## src/rtl/s32x_fb_blit_if.sv

```systemverilog
// ---------------------------------------------------------------------------
// s32x_fb_blit_if
// Draw-side framebuffer port between the block-transfer engine (master) and
// the framebuffer port arbiter / memory (slave).
//   FB_GNT  arbiter -> engine   port granted this cycle
//   FB_A    engine  -> fb       word address
//   FB_DO   engine  -> fb       write data
//   FB_WE   engine  -> fb       byte write enables {upper, lower}
//   FB_RE   engine  -> fb       read strobe
//   FB_DI   fb      -> engine   read data, valid the cycle after FB_RE
// ---------------------------------------------------------------------------
interface s32x_fb_blit_if #(
  parameter int AW = 16,
  parameter int DW = 16
) ();
  logic          FB_GNT;
  logic [AW-1:0] FB_A;
  logic [DW-1:0] FB_DO;
  logic [1:0]    FB_WE;
  logic          FB_RE;
  logic [DW-1:0] FB_DI;

  modport master (
    input  FB_GNT, FB_DI,
    output FB_A, FB_DO, FB_WE, FB_RE
  );

  modport slave (
    output FB_GNT, FB_DI,
    input  FB_A, FB_DO, FB_WE, FB_RE
  );
endinterface

```

## src/rtl/s32x_fb_blit.sv

```systemverilog
// ---------------------------------------------------------------------------
// s32x_fb_blit
// Framebuffer block-transfer engine: fills a run of LEN+1 words with a
// constant, or copies LEN+1 words from SRC_A to DST_A. Only the low
// WRAP_BITS address bits advance; the upper bits stay fixed for a transfer.
// One framebuffer access is made per granted dot slot (CE & FB_GNT).
//
// Ports:
//   CLK, RST         clock, synchronous active-high reset
//   CE               dot-slot enable
//   START            one-cycle pulse, latches MODE/LEN/SRC_A/DST_A/FILL_D
//   MODE             0 = fill, 1 = copy
//   LEN              word count minus one
//   SRC_A, DST_A     copy source / destination start addresses
//   FILL_D           fill data
//   ABORT            stop the running transfer, no DONE
//   BUSY             transfer in progress
//   DONE             one-cycle pulse after the final write of a transfer
//   CUR_A            next destination address (register readback)
//   fb               framebuffer port (master side)
// ---------------------------------------------------------------------------
module s32x_fb_blit #(
  parameter int AW        = 16,
  parameter int DW        = 16,
  parameter int LW        = 8,
  parameter int WRAP_BITS = 8
) (
  input  logic          CLK,
  input  logic          RST,
  input  logic          CE,
  input  logic          START,
  input  logic          MODE,
  input  logic [LW-1:0] LEN,
  input  logic [AW-1:0] SRC_A,
  input  logic [AW-1:0] DST_A,
  input  logic [DW-1:0] FILL_D,
  input  logic          ABORT,
  output logic          BUSY,
  output logic          DONE,
  output logic [AW-1:0] CUR_A,
  s32x_fb_blit_if.master fb
);

  typedef enum logic [2:0] {
    ST_IDLE    = 3'd0,
    ST_FILL    = 3'd1,
    ST_CP_RD   = 3'd2,
    ST_CP_WAIT = 3'd3,
    ST_CP_WR   = 3'd4
  } state_t;

  // Bits of the address that advance during a transfer.
  localparam logic [AW-1:0] LOW_MASK = {AW{1'b1}} >> (AW - WRAP_BITS);

  // Increment the low WRAP_BITS of an address, keeping the upper bits.
  function automatic logic [AW-1:0] wrap_inc(input logic [AW-1:0] a);
    logic [AW-1:0] sum;
    sum = a + AW'(1);
    return (sum & LOW_MASK) | (a & ~LOW_MASK);
  endfunction

  state_t        state_r, state_s;
  logic [LW-1:0] cnt_r;
  logic [AW-1:0] dst_r;
  logic [AW-1:0] src_r;
  logic [DW-1:0] data_r;
  logic          busy_r;
  logic          done_r;

  logic          slot_s;
  logic          abort_s;
  logic          start_s;
  logic          last_s;
  logic          wr_s;
  logic          rd_s;
  logic          done_s;

  assign BUSY  = busy_r;
  assign DONE  = done_r;
  assign CUR_A = dst_r;

  // State register and transfer datapath registers.
  always_ff @(posedge CLK) begin
    if (RST) begin
      state_r <= ST_IDLE;
      cnt_r   <= {LW{1'b0}};
      dst_r   <= {AW{1'b0}};
      src_r   <= {AW{1'b0}};
      data_r  <= {DW{1'b0}};
      busy_r  <= 1'b0;
      done_r  <= 1'b0;
    end else begin
      state_r <= state_s;
      busy_r  <= (state_s != ST_IDLE);
      done_r  <= done_s;
      if (start_s) begin
        // A restart replaces the parameters even if the old transfer
        // made its last write in this same cycle.
        cnt_r  <= LEN;
        dst_r  <= DST_A;
        src_r  <= SRC_A;
        data_r <= FILL_D;
      end else begin
        if (wr_s) begin
          dst_r <= wrap_inc(dst_r);
          if (state_r == ST_CP_WR) begin
            src_r <= wrap_inc(src_r);
          end else begin
            src_r <= src_r;
          end
          if (!last_s) begin
            cnt_r <= cnt_r - LW'(1);
          end else begin
            cnt_r <= cnt_r;
          end
        end
        if (state_r == ST_CP_WAIT) begin
          data_r <= fb.FB_DI;
        end
      end
    end
  end

  // Next-state logic; ABORT beats START, and neither matters while idle
  // except START itself.
  always_comb begin
    state_s = state_r;
    if (abort_s) begin
      state_s = ST_IDLE;
    end else if (start_s) begin
      state_s = MODE ? ST_CP_RD : ST_FILL;
    end else begin
      case (state_r)
        ST_IDLE: begin
          state_s = ST_IDLE;
        end
        ST_FILL: begin
          if (wr_s && last_s) begin
            state_s = ST_IDLE;
          end else begin
            state_s = ST_FILL;
          end
        end
        ST_CP_RD: begin
          if (rd_s) begin
            state_s = ST_CP_WAIT;
          end else begin
            state_s = ST_CP_RD;
          end
        end
        ST_CP_WAIT: begin
          state_s = ST_CP_WR;
        end
        ST_CP_WR: begin
          if (wr_s) begin
            state_s = last_s ? ST_IDLE : ST_CP_RD;
          end else begin
            state_s = ST_CP_WR;
          end
        end
        default: begin
          state_s = ST_IDLE;
        end
      endcase
    end
  end

  // Framebuffer strobes; all accesses are gated by a granted slot, and an
  // aborting or resetting cycle issues nothing.
  always_comb begin
    slot_s   = CE & fb.FB_GNT & ~RST;
    abort_s  = ABORT & (state_r != ST_IDLE);
    start_s  = START & ~abort_s;
    last_s   = (cnt_r == {LW{1'b0}});
    wr_s     = 1'b0;
    rd_s     = 1'b0;
    fb.FB_A  = {AW{1'b0}};
    fb.FB_DO = {DW{1'b0}};
    fb.FB_WE = 2'b00;
    fb.FB_RE = 1'b0;
    case (state_r)
      ST_FILL, ST_CP_WR: begin
        if (slot_s && !abort_s) begin
          wr_s     = 1'b1;
          fb.FB_A  = dst_r;
          fb.FB_DO = data_r;
          fb.FB_WE = 2'b11;
        end else begin
          wr_s = 1'b0;
        end
      end
      ST_CP_RD: begin
        if (slot_s && !abort_s) begin
          rd_s     = 1'b1;
          fb.FB_A  = src_r;
          fb.FB_RE = 1'b1;
        end else begin
          rd_s = 1'b0;
        end
      end
      default: begin
        wr_s = 1'b0;
        rd_s = 1'b0;
      end
    endcase
    // A START on the final write restarts instead of completing.
    done_s = wr_s & last_s & ~start_s;
  end

endmodule

```

## src/flat_wrapper.sv

```systemverilog
// flat-port wrapper written by rule: the top's interface ports become plain ports
module s32x_fb_blit_flat 
#(
  parameter int AW        = 16,
  parameter int DW        = 16,
  parameter int LW        = 8,
  parameter int WRAP_BITS = 8
)
  (CLK, RST, CE, START, MODE, LEN, SRC_A, DST_A, FILL_D, ABORT, BUSY, DONE, CUR_A, fb_FB_GNT, fb_FB_DI, fb_FB_A, fb_FB_DO, fb_FB_WE, fb_FB_RE);
  s32x_fb_blit_if #(.AW(AW), .DW(DW)) fb_i ();
  input  logic CLK;
  input  logic RST;
  input  logic CE;
  input  logic START;
  input  logic MODE;
  input  logic [LW-1:0] LEN;
  input  logic [AW-1:0] SRC_A;
  input  logic [AW-1:0] DST_A;
  input  logic [DW-1:0] FILL_D;
  input  logic ABORT;
  output logic BUSY;
  output logic DONE;
  output logic [AW-1:0] CUR_A;
  input wire logic [$bits(fb_i.FB_GNT)-1:0] fb_FB_GNT;
  input wire logic [$bits(fb_i.FB_DI)-1:0] fb_FB_DI;
  output wire logic [$bits(fb_i.FB_A)-1:0] fb_FB_A;
  output wire logic [$bits(fb_i.FB_DO)-1:0] fb_FB_DO;
  output wire logic [$bits(fb_i.FB_WE)-1:0] fb_FB_WE;
  output wire logic [$bits(fb_i.FB_RE)-1:0] fb_FB_RE;
  assign fb_i.FB_GNT = fb_FB_GNT;
  assign fb_i.FB_DI = fb_FB_DI;
  assign fb_FB_A = fb_i.FB_A;
  assign fb_FB_DO = fb_i.FB_DO;
  assign fb_FB_WE = fb_i.FB_WE;
  assign fb_FB_RE = fb_i.FB_RE;
  s32x_fb_blit #(.AW(AW), .DW(DW), .LW(LW), .WRAP_BITS(WRAP_BITS)) u_core (.CLK(CLK), .RST(RST), .CE(CE), .START(START), .MODE(MODE), .LEN(LEN), .SRC_A(SRC_A), .DST_A(DST_A), .FILL_D(FILL_D), .ABORT(ABORT), .BUSY(BUSY), .DONE(DONE), .CUR_A(CUR_A), .fb(fb_i));
endmodule
```

## config.mk

```make
export PLATFORM = sky130hd
export DESIGN_NAME = s32x_fb_blit_flat
export DESIGN_NICKNAME = d
export VERILOG_FILES = /design/src/rtl/s32x_fb_blit_if.sv /design/src/rtl/s32x_fb_blit.sv /design/src/flat_wrapper.sv
export SDC_FILE = /design/constraint.sdc
export NUM_CORES = 1
export LEC_CHECK = 0
export CAP_MARGIN = 20
export CORE_MARGIN = 5
export CORE_UTILIZATION = 46
export CTS_CLUSTER_DIAMETER = 120
export CTS_CLUSTER_SIZE = 40
export DETAILED_ROUTE_END_ITERATION = 10
export GPL_TIMING_DRIVEN = 0
export HOLD_SLACK_MARGIN = 0.15
export PLACE_DENSITY = 0.82
export SLEW_MARGIN = 25
export SYNTH_ARGS = -nofsm -noshare
export SYNTH_HDL_FRONTEND = slang
export SYNTH_SLANG_ARGS = --single-unit
```

## constraint.sdc

```tcl
create_clock -name CLK -period 4.4 [get_ports CLK]
set_clock_uncertainty 0.2 [all_clocks]
set_input_delay 0.88 -clock CLK [delete_from_list [all_inputs] [get_ports CLK]]
set_output_delay 0.88 -clock CLK [all_outputs]
set_load 0.005 [all_outputs]
```

==> results_tabular.tex, run 1 <==
\begin{tabular}{lr}
\hline
Metric & Value \\
\hline
\multicolumn{2}{l}{\textbf{Yosys}} \\
\quad Compound-cell area share of the yosys netlist & 0.188 \\
\quad Share of the yosys chip area belonging to registers & 0.385 \\
\quad Mux share of post-synthesis cell area & 0.0505 \\
\quad Synth cell types & 44 \\
\quad Mapped Nets & 456 \\
\quad Synth Area in Adders & 0.0158 \\
\quad Area contributors post-synth & sky130\_fd\_sc\_hd\_\_dfxtp\_1 (38\%), sky130\_fd\_sc\_hd\_\_a211oi\_1 (8.3\%), sky130\_fd\_sc\_hd\_\_nor2\_1 (5.6\%) \\
\quad Seq cells post-synth & 61 \\
\quad Combinational family with the most area after synthesis & simple AND/OR/NAND/NOR gates \\
\quad Synth Area in XOR/XNOR & 0.0607 \\
\quad Gate count of the mapped netlist & 373 \\
\quad Simple-gate area share of the yosys netlist & 0.233 \\
\quad Post-Syn Area per Cell & 8.51 um2 \\
\quad Warnings from Yosys & 0 \\
\quad Syn Std Cell Area & 3170 um2 \\
\quad Library cell with the largest summed area after synthesis & sky130\_fd\_sc\_hd\_\_dfxtp\_1 \\
\quad Top-area cell type share of the netlist area & 0.385 \\
\multicolumn{2}{l}{\textbf{Detailed routing}} \\
\quad DRC marker count from the first detailed-route iteration & 219 \\
\quad Sum of routed wire length over all layers & 10300 um \\
\quad Remaining DRCs & 0 \\
\quad Wire per inst & 17.2 um \\
\quad Total via count after detailed routing & 3284 \\
\quad Post-detailed-route via-to-cell ratio & 5.50 \\
\quad Drt pass-1 iters & 4 \\
\quad Post-DRT Antenna Nets & 0 \\
\multicolumn{2}{l}{\textbf{Cells and area}} \\
\quad Util after Layout & 0.713 \\
\quad Most frequent standard cell in the layout excluding fill and tap cells & sky130\_fd\_sc\_hd\_\_clkdlybuf4s50\_1 \\
\quad Layout Cell Area excl Fill & 4820 um2 \\
\quad Growth of design area from synthesis to finish & 51.8\% \\
\quad Share of post-route cells with drive strength above 1 & 0.0774 \\
\quad Number of non-filler instances in the completed layout & 597 \\
\quad Final nets & 595 \\
\quad Commonest non-fill, non-tap cells in the layout & sky130\_fd\_sc\_hd\_\_clkdlybuf4s50\_1 (129), sky130\_fd\_sc\_hd\_\_dfxtp\_1 (61), sky130\_fd\_sc\_hd\_\_nor2\_1 (47) \\
\quad Final antenna diode count & 0 \\
\multicolumn{2}{l}{\textbf{Worst hold path}} \\
\quad Endpoint with the worst hold slack & u\_core.src\_r[15]\$\_SDFFE\_PP0P\_ \\
\quad Startpoint of the most critical hold path & u\_core.src\_r[15]\$\_SDFFE\_PP0P\_ \\
\quad HP Class & register to register \\
\quad Hold-critical path depth & 2 \\
\multicolumn{2}{l}{\textbf{Global routing}} \\
\quad Largest net degree at the start of global routing & 20 \\
\quad GR Util met3 & 0.0813 \\
\quad GRT met1 Usage & 0.294 \\
\quad Total routing usage reported by global routing & 0.241 \\
\quad Initial antenna violation count & 0 \\
\quad Number of global-route vias before repair & 3317 \\
\quad Met2 global-route usage & 0.389 \\
\quad Total congestion overflow after global routing & 0 \\
\quad Global-route layer with the greatest usage & met2 \\
\quad Wire length of the first global-routing pass & 16500 um \\
\multicolumn{2}{l}{\textbf{Clocking}} \\
\quad Hold buffer count at CTS & 0 \\
\quad CTS tree & yes \\
\quad H-tree levels & 3 \\
\quad Clock Latency Late Sink & 340 ps \\
\quad Number of clock sinks & 61 \\
\quad Root Buffer & sky130\_fd\_sc\_hd\_\_clkbuf\_8 \\
\quad Clock Path Buffers & 2 \\
\quad Number of buffers inserted during clock tree synthesis & 9 \\
\quad Clock-pin slew of the registers on the worst-case setup and hold paths & 60 ps \\
\multicolumn{2}{l}{\textbf{Timing}} \\
\quad Final hold slack & 260 ps \\
\quad Unrepaired setup endpoints after global routing & false \\
\quad Max-slew violation count & 0 \\
\quad Fmax & 236 MHz \\
\quad Slew headroom & 0.634 \\
\quad Hold violation count in the final report & 0 \\
\quad Final period util & 0.962 \\
\quad Setup violations, final & 0 \\
\quad Clock period minus worst slack & 4230 ps \\
\quad Transition at the pin with the smallest max-transition slack & 548 ps \\
\multicolumn{2}{l}{\textbf{Power}} \\
\quad Peak supply drop & 0.000317 V \\
\quad Leak pwr & 0.00186 uW \\
\quad Power per cell area & 303 nW/um2 \\
\quad Total power consumption of the routed design & 1460 uW \\
\multicolumn{2}{l}{\textbf{Setup path}} \\
\quad Kind of end point of the critical path & output port \\
\quad Reg2reg start & u\_core.state\_r[0]\$\_SDFF\_PP0\_ \\
\quad Startpoint Class & primary input \\
\quad Data required time at the worst endpoint & 3320 ps \\
\quad Data arrival, critical path & 3150 ps \\
\quad Crit-path max cell delay & 550 ps \\
\quad Chain of cells forming the critical path & clkdlybuf4s50\_1, nand4bb\_4, or3\_1, buf\_6, inv\_6, buf\_12, buf\_4, and2\_1, clkdlybuf4s50\_1 \\
\quad Cell type group with the largest total delay on the critical path & buffers and inverters \\
\quad Worst path bufs/invs & 6 \\
\quad R2R Path End & u\_core.src\_r[1]\$\_SDFFE\_PP0P\_ \\
\quad Depth of the most critical reg-to-reg path & 6 \\
\quad Most common cell type on the critical path & sky130\_fd\_sc\_hd\_\_clkdlybuf4s50\_1 \\
\quad Critical path type & primary input to output port \\
\quad Crit path max-delay cell type & sky130\_fd\_sc\_hd\_\_clkdlybuf4s50\_1 \\
\quad Biggest fanout along the worst timing path & 11 \\
\quad Register-to-register path setup slack & 2050 ps \\
\multicolumn{2}{l}{\textbf{Placement}} \\
\quad Area after detailed placement & 4570 um2 \\
\quad Placed instance count & 583 \\
\quad Weighted congestion at the end of routability-driven global placement & 0.943 \\
\quad Count of port buffers added during placement & 130 \\
\quad Detailed-placement wirelength estimate & 7680 um \\
\multicolumn{2}{l}{\textbf{Die}} \\
\quad Total Die Area & 8660 um2 \\
\quad Number of ports placed on the die boundary & 132 \\
\quad Number of rows in the core area & 30 \\
\quad Core outline area & 6760 um2 \\
\quad Width of the die & 93.1 um \\
\quad Chip Height & 93.1 um \\
\quad Initial standard-cell utilization of the core & 0.470 \\
\multicolumn{2}{l}{\textbf{Run status}} \\
\quad Status & finished, final reports clean \\
\multicolumn{2}{l}{\textbf{Job}} \\
\quad Maxcap violations & 0 \\
\hline
\end{tabular}
[layout make-up]
type                    count  area (um2)
plain buffers              33         194
multi-input cells         274        1760
flip-flops and latches     61        1220
inverters                   3        16.3
fillers                   556        1940
clock buffers              12         155
clock inverters             4        70.1
repair buffers            130        1300
well taps                  80         100
[Yosys cell counts, drive strengths merged]
cell type,n
a211oi,37
a21oi,21
a22o,16
a311o,1
a311oi,2
and2,21
and4,2
buf,16
clkbuf,19
dfxtp,61
ha,4
inv,3
mux2i,16
nand2,45
nand2b,1
nand3,7
nand3b,2
nand4,7
nand4b,1
nand4bb,1
nor2,47
nor3,5
nor3b,3
nor4,2
nor4bb,1
o211ai,1
o21ai,4
o31ai,1
or3,2
or3b,2
xnor2,11
xor2,11
[tightest hold or removal path, stage by stage (launching register included)]
cell	delay, ps
sky130_fd_sc_hd__dfxtp_1	310
sky130_fd_sc_hd__nand2_1	50
sky130_fd_sc_hd__a21oi_1	50
[how the worst max path moves through the flow]
stage	start	endpoint	slack [ps]	depth (start not counted)
after floorplan	RST	fb_FB_A[0]	1060	9
after global placement	fb_FB_GNT	fb_FB_A[9]	-430	7
after detailed placement	fb_FB_GNT	fb_FB_A[9]	-420	7
after CTS	ABORT	fb_FB_DO[14]	20	9
after global routing	fb_FB_GNT	fb_FB_A[9]	70	6
final	CE	fb_FB_DO[14]	170	9
[kinds of logic after synthesis]
kind of cell | after synthesis
XOR/XNOR | 22
AND/OR/NAND/NOR | 149
multiplexers | 16
adder cells (fa/ha/maj) | 4
flip-flops | 61
AO/OA/AOI/OAI | 83
buffers and inverters | 38
[per-layer routing]
layer  share of wire  vias up
met3           0.098       20
li1                -     1589
met5               0        -
met4           0.023        0
met1            0.41     1547
met2            0.47      128
[flip-flops by register name, summed over array words and instances, names as in the netlist]
name / flops
u_core.CUR_A: 16
u_core.data_r: 16
u_core.src_r: 16
u_core.cnt_r: 8
u_core.state_r: 3
u_core.BUSY: 1
u_core.DONE: 1
[metrics by stage]
step,setup TNS [ps],setup slack (ps)
after floorplan,0,1060
after global placement,-5310,-430
after detailed placement,-5230,-421
after CTS,0,20.4
after global routing,0,71.0
final,0,166
[report_power, final]
| part | switching [uW] | total (uW) | internal [uW] | leakage, uW |
|---|---|---|---|---|
| logic | 112 | 256 | 144 | 0.00124 |
| registers | 38.6 | 635 | 596 | 0.000505 |
| clock network | 221 | 569 | 348 | 0.000116 |
| total | 372 | 1460 | 1090 | 0.00186 |
[timing repair]
action	CTS	global route
setup endpoints to repair	35	19
buffers inserted	0	0
gates cloned	0	0
gates resized for setup	5	5
No activity file was read; power rests on OpenSTA's default activity.
==> inputs of run 2 (changes only) <==
RECOVER_POWER = 100   (was default)
==> results_tabular.tex, run 2 (same netlist as run 1, synthesis figures left out) <==
\begin{tabular}{lr}
\hline
Metric & Value \\
\hline
\multicolumn{2}{l}{\textbf{Run status}} \\
\quad Status & finished, violations left \\
\quad Violations in the final reports & DRC \\
\multicolumn{2}{l}{\textbf{Setup path}} \\
\quad Data required time at the worst endpoint & 3320 ps (about the same) \\
\quad R2R Path End & u\_core.CUR\_A[14]\$\_SDFFE\_PP0P\_ \\
\quad Kind of end point of the critical path & output port \\
\quad Reg2reg start & u\_core.state\_r[0]\$\_SDFF\_PP0\_ \\
\quad Startpoint Class & primary input \\
\quad Depth of the most critical reg-to-reg path & 7 (+1) \\
\quad Register-to-register path setup slack & 2050 ps (about the same) \\
\quad Critical path type & primary input to output port \\
\quad Biggest fanout along the worst timing path & 10 (-1) \\
\quad Data arrival, critical path & 3200 ps (+50 ps) \\
\multicolumn{2}{l}{\textbf{Die}} \\
\quad Width of the die & 93.1 um (unchanged) \\
\quad Number of rows in the core area & 30 (unchanged) \\
\quad Total Die Area & 8660 um2 (unchanged) \\
\quad Chip Height & 93.1 um (unchanged) \\
\quad Core outline area & 6760 um2 (unchanged) \\
\quad Number of ports placed on the die boundary & 132 (unchanged) \\
\quad Initial standard-cell utilization of the core & 0.470 (unchanged) \\
\multicolumn{2}{l}{\textbf{Cells and area}} \\
\quad Commonest non-fill, non-tap cells in the layout & sky130\_fd\_sc\_hd\_\_clkdlybuf4s50\_1 (91), sky130\_fd\_sc\_hd\_\_dfxtp\_1 (61), sky130\_fd\_sc\_hd\_\_nor2\_1 (47) \\
\quad Most frequent standard cell in the layout excluding fill and tap cells & sky130\_fd\_sc\_hd\_\_clkdlybuf4s50\_1 \\
\quad Final nets & 595 (unchanged) \\
\quad Growth of design area from synthesis to finish & 51.1\% \\
\quad Final antenna diode count & 0 (unchanged) \\
\quad Number of non-filler instances in the completed layout & 597 (unchanged) \\
\quad Fill cell instance count of the final layout & 560 (+0.72\%) \\
\quad Share of post-route cells with drive strength above 1 & 0.0716 (-0.00580) \\
\multicolumn{2}{l}{\textbf{Detailed routing}} \\
\quad Sum of routed wire length over all layers & 10300 um (+0.23\%) \\
\quad Remaining DRCs & 2 (+2) \\
\quad Drt pass-1 iters & 7 (+3) \\
\quad DRC marker count from the first detailed-route iteration & 237 (+8.2\%) \\
\quad Post-detailed-route via-to-cell ratio & 5.49 (-0.21\%) \\
\quad Post-DRT Antenna Nets & 0 (unchanged) \\
\quad Total via count after detailed routing & 3277 (-0.21\%) \\
\quad Wire per inst & 17.3 um (+0.23\%) \\
\multicolumn{2}{l}{\textbf{Timing}} \\
\quad Slew headroom & 0.632 (-0.00163) \\
\quad Setup violations, final & 0 (unchanged) \\
\quad Final period util & 0.973 (+0.0108) \\
\quad Fmax & 234 MHz (-1.1\%) \\
\quad Unrepaired setup endpoints after global routing & false \\
\quad Clock period minus worst slack & 4280 ps (+47.5 ps) \\
\quad Hold violation count in the final report & 0 (unchanged) \\
\quad Fin worst setup slack & 118 ps (-47.5 ps) \\
\quad Max-slew violation count & 0 (unchanged) \\
\quad Final hold slack & 259 ps (-0.373 ps) \\
\quad Transition at the pin with the smallest max-transition slack & 552 ps (+3.63 ps) \\
\multicolumn{2}{l}{\textbf{Clocking}} \\
\quad CTS tree & yes \\
\quad Root Buffer & sky130\_fd\_sc\_hd\_\_clkbuf\_8 \\
\quad Clock-pin slew of the registers on the worst-case setup and hold paths & 60 ps (about the same) \\
\quad Hold buffer count at CTS & 0 (unchanged) \\
\quad Number of buffers inserted during clock tree synthesis & 9 (unchanged) \\
\quad Post-CTS Setup Repair Bufs & 0 (unchanged) \\
\quad H-tree levels & 3 (unchanged) \\
\quad Number of clock sinks & 61 (unchanged) \\
\quad Clock Latency Late Sink & 340 ps (about the same) \\
\quad Clock Path Buffers & 2 (unchanged) \\
\multicolumn{2}{l}{\textbf{Global routing}} \\
\quad Largest net degree at the start of global routing & 20 (unchanged) \\
\quad Total congestion overflow after global routing & 0 (unchanged) \\
\quad Wire length of the first global-routing pass & 16500 um (unchanged) \\
\quad Initial antenna violation count & 0 (unchanged) \\
\quad Total routing usage reported by global routing & 0.241 (unchanged) \\
\quad Number of global-route vias before repair & 3317 (unchanged) \\
\multicolumn{2}{l}{\textbf{Worst hold path}} \\
\quad Endpoint with the worst hold slack & u\_core.src\_r[15]\$\_SDFFE\_PP0P\_ \\
\quad Startpoint of the most critical hold path & u\_core.src\_r[15]\$\_SDFFE\_PP0P\_ \\
\quad HP Class & register to register \\
\quad Hold-critical path depth & 2 (unchanged) \\
\multicolumn{2}{l}{\textbf{Power}} \\
\quad Peak supply drop & 0.000319 V (+0.76\%) \\
\quad Leak pwr & 0.00195 uW (+5.1\%) \\
\quad Power per cell area & 303 nW/um2 (about the same) \\
\multicolumn{2}{l}{\textbf{Job}} \\
\quad Maxcap violations & 0 (unchanged) \\
\multicolumn{2}{l}{\textbf{Placement}} \\
\quad Weighted congestion at the end of routability-driven global placement & 0.943 (unchanged) \\
\quad Detailed-placement wirelength estimate & 7680 um (unchanged) \\
\quad Worst setup slack before clock tree synthesis & -421 ps (unchanged) \\
\quad Placed instance count & 583 (unchanged) \\
\quad Count of port buffers added during placement & 130 (unchanged) \\
\hline
\end{tabular}
==> run 2: changes by cell type in the layout (fill, tap and decap cells not counted), sizes merged <==
cell	delta
dlygate4sd3	+38
buf	-4
clkbuf	+4
clkdlybuf4s50	-38
==> run 2: per-layer routing <==
metal / global-route usage / wire (um) / vias up
li1: - / - / 1587
met4: 0.0989 / 255 / 0
met5: 0 / 0 / -
met1: 0.294 / 4180 / 1535
met2: 0.389 / 4880 / 132
met3: 0.0813 / 985 / 23
==> run 2: cell type report <==
type	instances	area [um2]	area share
clock buffer	12	155	0.0324
multi-input combinational	274	1740	0.362
inverter	3	16.3	0.00339
sequential	61	1220	0.255
timing repair buffer	130	1300	0.272
buffer	33	193	0.0402
clock inverter	4	70.1	0.0146
tap	80	100	0.0209
==> run 2: through the flow <==
step                power, uW  setup TNS, ps  utilization  area [um2]
detailed placement        898          -5230        0.677        4570
finish                   1450              0        0.710        4790
global route             1520              0        0.710        4790
global placement          891          -5310        0.677        4570
floorplan                 760              0            -        3170
CTS                      1470              0        0.711        4800
==> run 2: worst max path at each step <==
| stage | slack, ps | startpoint | end |
|---|---|---|---|
| detailed placement | -420 | fb_FB_GNT | fb_FB_A[9] |
| floorplan | 1060 | RST | fb_FB_A[0] |
| finish | 120 | fb_FB_GNT | fb_FB_A[12] |
| CTS | 20 | ABORT | fb_FB_DO[14] |
| global route | 40 | CE | fb_FB_DO[10] |
| global placement | -430 | fb_FB_GNT | fb_FB_A[9] |
==> run 2: where the power goes <==
| group | switching [uW] | internal [uW] |
|---|---|---|
| combinational | 112 | 138 |
| sequential | 38.5 | 596 |
| clock | 222 | 348 |
| total | 372 | 1080 |
==> run 2: worst max-delay path: stages <==
cell and delay, ps:
sky130_fd_sc_hd__clkdlybuf4s50_1 530, sky130_fd_sc_hd__nor4bb_4 410, sky130_fd_sc_hd__and2_4 310, sky130_fd_sc_hd__clkbuf_2 300, sky130_fd_sc_hd__a22o_1 180, sky130_fd_sc_hd__dlygate4sd3_1 580
==> run 2: repair_timing <==
action	in CTS	in global routing
endpoints found under the hold margin	0	0
gates resized for setup	5	5
setup endpoints to repair	35	19
pin swaps	0	0
